==> src/rtl/irq_trigger_gen.sv <==
// irq_trigger_gen
//
// Address-triggered interrupt stimulus generator. The generator watches the
// CPU macroscopic PC and compares it against a table of trigger entries. When
// an armed entry matches, the generator drives one of CHANNELS interrupt lines
// high for a programmed number of cycles. It then holds all lines low for one
// cycle before it accepts the next trigger.
//
// Ports
//   clk        rising-edge clock
//   reset      synchronous, active-high reset (clears table, counters, FSM)
//   addr_i     watched PC, registered every edge before matching
//   arm        global match enable, registered alongside addr_i
//   cfg_we     table write strobe; loads one entry and clears its fired flag
//   cfg_idx    entry index to write
//   cfg_valid  valid bit to write
//   cfg_addr   trigger address to write
//   cfg_chan   target line to write (values >= CHANNELS clamp to CHANNELS-1)
//   cfg_len    pulse length to write (0 behaves as 1)
//   rearm      clears all fired flags (only with IRQ_TRIG_REARM_EN)
//   irq_o      registered interrupt lines, one-hot while a pulse is active
//   busy       high while a pulse or its trailing gap is in progress
//   hit_idx    index of the most recently fired entry
//   fire_cnt   triggers since reset, saturating at 16'hFFFF
//
// Build option
//   IRQ_TRIG_REARM_EN  when defined, the rearm input clears every fired flag.
//                      When undefined, rearm is ignored and each entry fires at
//                      most once per load.
//
// FSM
//   state    | meaning
//   S_IDLE   | waiting for an armed, unfired, valid entry to match addr_q
//   S_ASSERT | irq_o[chan_q] high, counting the pulse length down
//   S_GAP    | one cycle with all lines low, then back to S_IDLE

module irq_trigger_gen #(
    parameter int ADDR_W   = 32,
    parameter int DEPTH    = 16,
    parameter int CHANNELS = 6,
    parameter int LEN_W    = 8
) (
    input  logic                        clk,
    input  logic                        reset,
    input  logic [ADDR_W-1:0]           addr_i,
    input  logic                        arm,
    input  logic                        cfg_we,
    input  logic [$clog2(DEPTH)-1:0]    cfg_idx,
    input  logic                        cfg_valid,
    input  logic [ADDR_W-1:0]           cfg_addr,
    input  logic [$clog2(CHANNELS)-1:0] cfg_chan,
    input  logic [LEN_W-1:0]            cfg_len,
    input  logic                        rearm,
    output logic [CHANNELS-1:0]         irq_o,
    output logic                        busy,
    output logic [$clog2(DEPTH)-1:0]    hit_idx,
    output logic [15:0]                 fire_cnt
);

    localparam int IW = $clog2(DEPTH);
    localparam int CW = $clog2(CHANNELS);

    typedef enum logic [1:0] {
        S_IDLE   = 2'd0,
        S_ASSERT = 2'd1,
        S_GAP    = 2'd2
    } state_t;

    state_t state_q, state_d;

    logic [ADDR_W-1:0]   addr_q;
    logic                arm_q;

    logic                tab_valid_q [DEPTH];
    logic                tab_fired_q [DEPTH];
    logic [ADDR_W-1:0]   tab_addr_q  [DEPTH];
    logic [CW-1:0]       tab_chan_q  [DEPTH];
    logic [LEN_W-1:0]    tab_len_q   [DEPTH];

    logic [CW-1:0]       chan_q, chan_d;
    logic [LEN_W-1:0]    cnt_q, cnt_d;
    logic [IW-1:0]       hit_idx_q, hit_idx_d;
    logic [15:0]         fire_cnt_q, fire_cnt_d;
    logic [CHANNELS-1:0] irq_q, irq_d;

    logic                cand_hit;
    logic [IW-1:0]       cand_idx;
    logic                match_go;
    logic [CW-1:0]       cfg_chan_clamped;
    logic                rearm_clr;

`ifdef IRQ_TRIG_REARM_EN
    assign rearm_clr = rearm;
`else
    logic unused_rearm;
    assign rearm_clr    = 1'b0;
    assign unused_rearm = rearm;
`endif

    assign cfg_chan_clamped = (cfg_chan > CW'(CHANNELS - 1)) ? CW'(CHANNELS - 1) : cfg_chan;

    // PC and arm are registered first, so a match seen at edge N becomes a
    // pulse after edge N+1.
    always_ff @(posedge clk) begin
        if (reset) begin
            addr_q <= '0;
            arm_q  <= 1'b0;
        end else begin
            addr_q <= addr_i;
            arm_q  <= arm;
        end
    end

    // Scanning downward lets the lowest matching index overwrite the others.
    always_comb begin
        cand_hit = 1'b0;
        cand_idx = '0;
        for (int i = DEPTH - 1; i >= 0; i--) begin
            if (tab_valid_q[i] && !tab_fired_q[i] && (tab_addr_q[i] == addr_q)) begin
                cand_hit = 1'b1;
                cand_idx = IW'(i);
            end
        end
    end

    assign match_go = (state_q == S_IDLE) && arm_q && cand_hit;

    // A config write beats the fired-set of a same-edge match. The match has
    // already used the old contents, and the rewritten entry comes back armed.
    always_ff @(posedge clk) begin
        if (reset) begin
            for (int i = 0; i < DEPTH; i++) begin
                tab_valid_q[i] <= 1'b0;
                tab_fired_q[i] <= 1'b0;
                tab_addr_q[i]  <= '0;
                tab_chan_q[i]  <= '0;
                tab_len_q[i]   <= '0;
            end
        end else begin
            for (int i = 0; i < DEPTH; i++) begin
                if (cfg_we && (cfg_idx == IW'(i))) begin
                    tab_valid_q[i] <= cfg_valid;
                    tab_fired_q[i] <= 1'b0;
                    tab_addr_q[i]  <= cfg_addr;
                    tab_chan_q[i]  <= cfg_chan_clamped;
                    tab_len_q[i]   <= cfg_len;
                end else if (match_go && (cand_idx == IW'(i))) begin
                    tab_fired_q[i] <= 1'b1;
                end else if (rearm_clr) begin
                    tab_fired_q[i] <= 1'b0;
                end
            end
        end
    end

    always_ff @(posedge clk) begin
        if (reset) begin
            state_q    <= S_IDLE;
            chan_q     <= '0;
            cnt_q      <= '0;
            hit_idx_q  <= '0;
            fire_cnt_q <= '0;
            irq_q      <= '0;
        end else begin
            state_q    <= state_d;
            chan_q     <= chan_d;
            cnt_q      <= cnt_d;
            hit_idx_q  <= hit_idx_d;
            fire_cnt_q <= fire_cnt_d;
            irq_q      <= irq_d;
        end
    end

    always_comb begin
        state_d    = state_q;
        chan_d     = chan_q;
        cnt_d      = cnt_q;
        hit_idx_d  = hit_idx_q;
        fire_cnt_d = fire_cnt_q;
        irq_d      = '0;

        case (state_q)
            S_IDLE: begin
                if (match_go) begin
                    state_d   = S_ASSERT;
                    chan_d    = tab_chan_q[cand_idx];
                    cnt_d     = (tab_len_q[cand_idx] == '0) ? LEN_W'(1) : tab_len_q[cand_idx];
                    hit_idx_d = cand_idx;
                    if (fire_cnt_q != 16'hFFFF) begin
                        fire_cnt_d = fire_cnt_q + 16'd1;
                    end
                end
            end
            S_ASSERT: begin
                if (cnt_q <= LEN_W'(1)) begin
                    state_d = S_GAP;
                end else begin
                    cnt_d = cnt_q - LEN_W'(1);
                end
            end
            S_GAP: begin
                state_d = S_IDLE;
            end
            default: begin
                state_d = S_IDLE;
            end
        endcase

        // Lines are registered from the next state, so irq_o is high exactly
        // during the S_ASSERT cycles.
        if (state_d == S_ASSERT) begin
            irq_d = CHANNELS'(1) << chan_d;
        end
    end

    assign irq_o    = irq_q;
    assign busy     = (state_q != S_IDLE);
    assign hit_idx  = hit_idx_q;
    assign fire_cnt = fire_cnt_q;

endmodule

==> config.mk <==
export PLATFORM = sky130hd
export DESIGN_NAME = irq_trigger_gen
export DESIGN_NICKNAME = d
export VERILOG_FILES = /design/src/rtl/irq_trigger_gen.sv
export SDC_FILE = /design/constraint.sdc
export NUM_CORES = 2
export LEC_CHECK = 0
export CORE_ASPECT_RATIO = 0.7
export CORE_MARGIN = 3
export CORE_UTILIZATION = 49
export DETAILED_ROUTE_END_ITERATION = 10
export MAX_ROUTING_LAYER = met4
export PLACE_DENSITY = 0.72
export SLEW_MARGIN = 15
export SYNTH_ARGS = -nofsm -noshare
export SYNTH_HDL_FRONTEND = slang
export SYNTH_SLANG_ARGS = --single-unit
==> constraint.sdc <==
create_clock -name clk -period 18 [get_ports clk]
set_input_delay 4.5 -clock clk [delete_from_list [all_inputs] [get_ports clk]]
set_output_delay 4.5 -clock clk [all_outputs]
set_load 0.1 [all_outputs]
==> run_results.csv <==
group,metric,value,unit
critical_path,max_stage_delay,0.73,ns
critical_path,ff2ff_path_depth,14,
yosys,ys_seq_area_frac,0.620,
power_and_ir_drop,cellPowerDensity,101,nW/um^2
final_layout,area_delta_synth_final,12.5,%
timing,final-hold-violation-count,0,
cts,clockRootBuffer,"clkbuf_16",
hold_path,min_path_type,"flip-flop to flip-flop",
yosys,synth_area,37200,sq um
critical_path,r2r-end,"cnt_q[4]",
yosys,synth-edff-count,720,
yosys,synth_top_area_share,0.582,
critical_path,cp.required,18.35,ns
timing,fmax,141,MHz
cts,cts_hold_buf,0,
routing,route.antenna.remaining_nets,0,
critical_path,worstSetupPathType,"input pin to flip-flop",
floorplan,io_pins,112,
cts,clkTransAtPathRegs,0.06,ns
timing,fin_crit,7.11,ns
routing,viasPerCell,6.31,
critical_path,critical_path_peak_fanout,46,
routing,wl_per_cell,30.9,microns
final_layout,final_common_cell,"edfxtp_1",
hold_path,min_to,"hit_idx[3]",
yosys,synth_ff_type,"edfxtp_1",
critical_path,regToRegStartpoint,"addr_q[16]",
yosys,synth_area_leader_cell,"edfxtp_1",
final_layout,fillers,6001,
floorplan,coreArea,74300,sq um
floorplan,fp.dieArea,79300,sq um
timing,fin_hold_ws,0.455,ns
power_and_ir_drop,vdd_ir_drop_max,63.2,uV
global_routing,grt_max_degree,69,
timing,fin_setup_tns,0,ns
floorplan,die_w,335,microns
outcome,status,"finished clean",
final_layout,final_cell_mix,"edfxtp_1 (720), nor2_1 (537), xnor2_1 (433), nand4_1 (199), nand2_1 (168)",
routing,routed_wl,130,mm
yosys,synth_warnings,0,
timing,drv_slew,0,
timing,setup_violations,0,
timing,period_share,0.395,
floorplan,row_count,83,
cts,cts_max_level,3,
yosys,synthCells,3078,
yosys,synth_seq_cells,792,
final_layout,final_cells,4225,
cts,cts_tree,"done",
global_routing,grt_util_all_layers,0.335,
cts,postCtsSetupBuffers,0,
critical_path,start_kind,"input pin",
hold_path,whs_path_depth,2,
cts,numCtsBuffers,78,
critical_path,reg2reg_slack,12.29,ns
timing,setup_slack,10.89,ns
cts,cts_sinks,792,
power_and_ir_drop,p_leak,14.0,nW
routing,vias,26700,
placed_design,dp_cells,4080,
placed_design,dpl.hpwl,83.0,mm
global_routing,grt_pass1_wl,182,mm
placed_design,gp_congestion,0.967,
cts,cts_buffer_depth,3,
timing,rsz0062_at_grt,"false",
final_layout,fin_area,41800,sq um
timing,maxSlewHeadroom,0.263,
yosys,synth_nets,3166,
critical_path,crit_path_top_delay_cell,"nor4_1",
critical_path,crit_chain,"clkdlybuf4s50_1, nor2b_1, nand2_2, buf_4, nand2_2, buf_4, nor4_1, or2_2",
final_layout,fin_nets,3271,
placed_design,port_buffers,110,
routing,drc,0,
yosys,synth_area_leaders,"edfxtp_1 (58%), xnor2_1 (10%), nor2_1 (5.4%), dfxtp_1 (3.9%), nand4_1 (3.3%)",
hold_path,hold_path.startpoint,"hit_idx[3]",
yosys,syn_avg_cell_area,12.1,sq um
global_routing,grt_antenna_before_repair,17,
timing,tightest_slew,1.11,ns
critical_path,endpoint_kind,"flip-flop",
global_routing,grt_pass1_vias,24900,
placed_design,dp_slack,10.29,ns
cts,cts_resized,0,
floorplan,start_util,0.501,
timing,fin_skew,0.0297,ns
critical_path,crit_arrival,7.47,ns
final_layout,drive_above_1_share,0.0885,
run,max_cap_viol_count,0,
critical_path,critPathLaunch,"cfg_idx[1]",
yosys,synthArstFlopShare,0,
routing,drtIter0Drc,4707,
floorplan,die_y,236,microns
cts,clk_latency,0.64,ns
yosys,ys_types,76,
global_routing,overflow,0,
routing,first_pass_iters,6,
placed_design,dpl_cell_area,39400,sq um
state kept, by name, summed over array words and instances (netlist names):
register,cells
addr_q,32
arm_q,1
chan_q,3
cnt_q,8
fire_cnt,16
hit_idx,4
irq_o,6
state_q,2
tab_addr_q,512
tab_chan_q,48
tab_fired_q,16
tab_len_q,128
tab_valid_q,16
Yosys cell counts, types with 40 or more instances:
library cell,instances
mux2i_1,96
nor4_1,76
inv_1,60
nand3_1,40
dfxtp_1,72
nor2_1,537
nand4_1,199
xor2_1,95
xnor2_1,433
nor3_1,48
nand2_1,182
clkbuf_1,106
nor2b_1,50
edfxtp_1,720
critical path, delay by kind of cell:
kind                   cells  cell delay (ns)
and+or+nand+nor            5             1.36
buffers and inverters      3             1.49
worst max-delay path by stage:
stage	cells past startpoint	end	slack (ns)
after floorplan	5	tab_fired_q[1][2]	9.18
after global placement	8	tab_fired_q[0][6]	10.33
after detailed placement	7	tab_fired_q[1][1]	10.29
after CTS	7	tab_fired_q[1][1]	10.95
after global routing	7	tab_fired_q[1][1]	10.77
final	8	tab_fired_q[0][6]	10.89
layer usage:
metal | global-route usage | vias to the layer above | routed length [microns]
met5 | - | - | 0
li1 | - | 11200 | -
met3 | 0.0862 | 312 | 20200
met4 | 0.110 | 0 | 4600
met2 | 0.461 | 2076 | 54400
met1 | 0.482 | 13100 | 51200
cell type report:
type / count / area [sq um] / share of cell area
flip-flops and latches: 792 / 23100 / 0.551
multi-input cells: 2042 / 13000 / 0.312
clock buffers: 98 / 2090 / 0.0500
repair buffers: 208 / 1830 / 0.0438
well taps: 977 / 1220 / 0.0292
clock inverters: 41 / 344 / 0.00823
inverters: 61 / 229 / 0.00547
diodes: 6 / 15.0 / 0.000359
through the flow:
step,utilization,total power [mW]
detailed placement,0.530,2.66
global placement,0.530,2.65
floorplan,-,2.48
CTS,0.563,4.24
global route,0.563,4.35
finish,0.563,4.25
cell families (layout without fill, tap and decap cells):
family,after synthesis,in the layout,share of synthesized area
fa+ha+maj,3,3,0.00101
other cells,0,6,0
flops,792,792,0.620
compound gates,114,114,0.0218
simple gates,1286,1286,0.170
xor+xnor,528,528,0.124
buf+inv,244,408,0.0319
mux,111,111,0.0304
power breakdown:
| group | internal [mW] | switching [mW] | leakage (nW) |
|---|---|---|---|
| logic | 0.146 | 0.312 | 5.33 |
| registers | 2.13 | 0.0514 | 7.54 |
| clock network | 0.896 | 0.709 | 1.18 |
No activity file was read; power rests on OpenSTA's default activity.
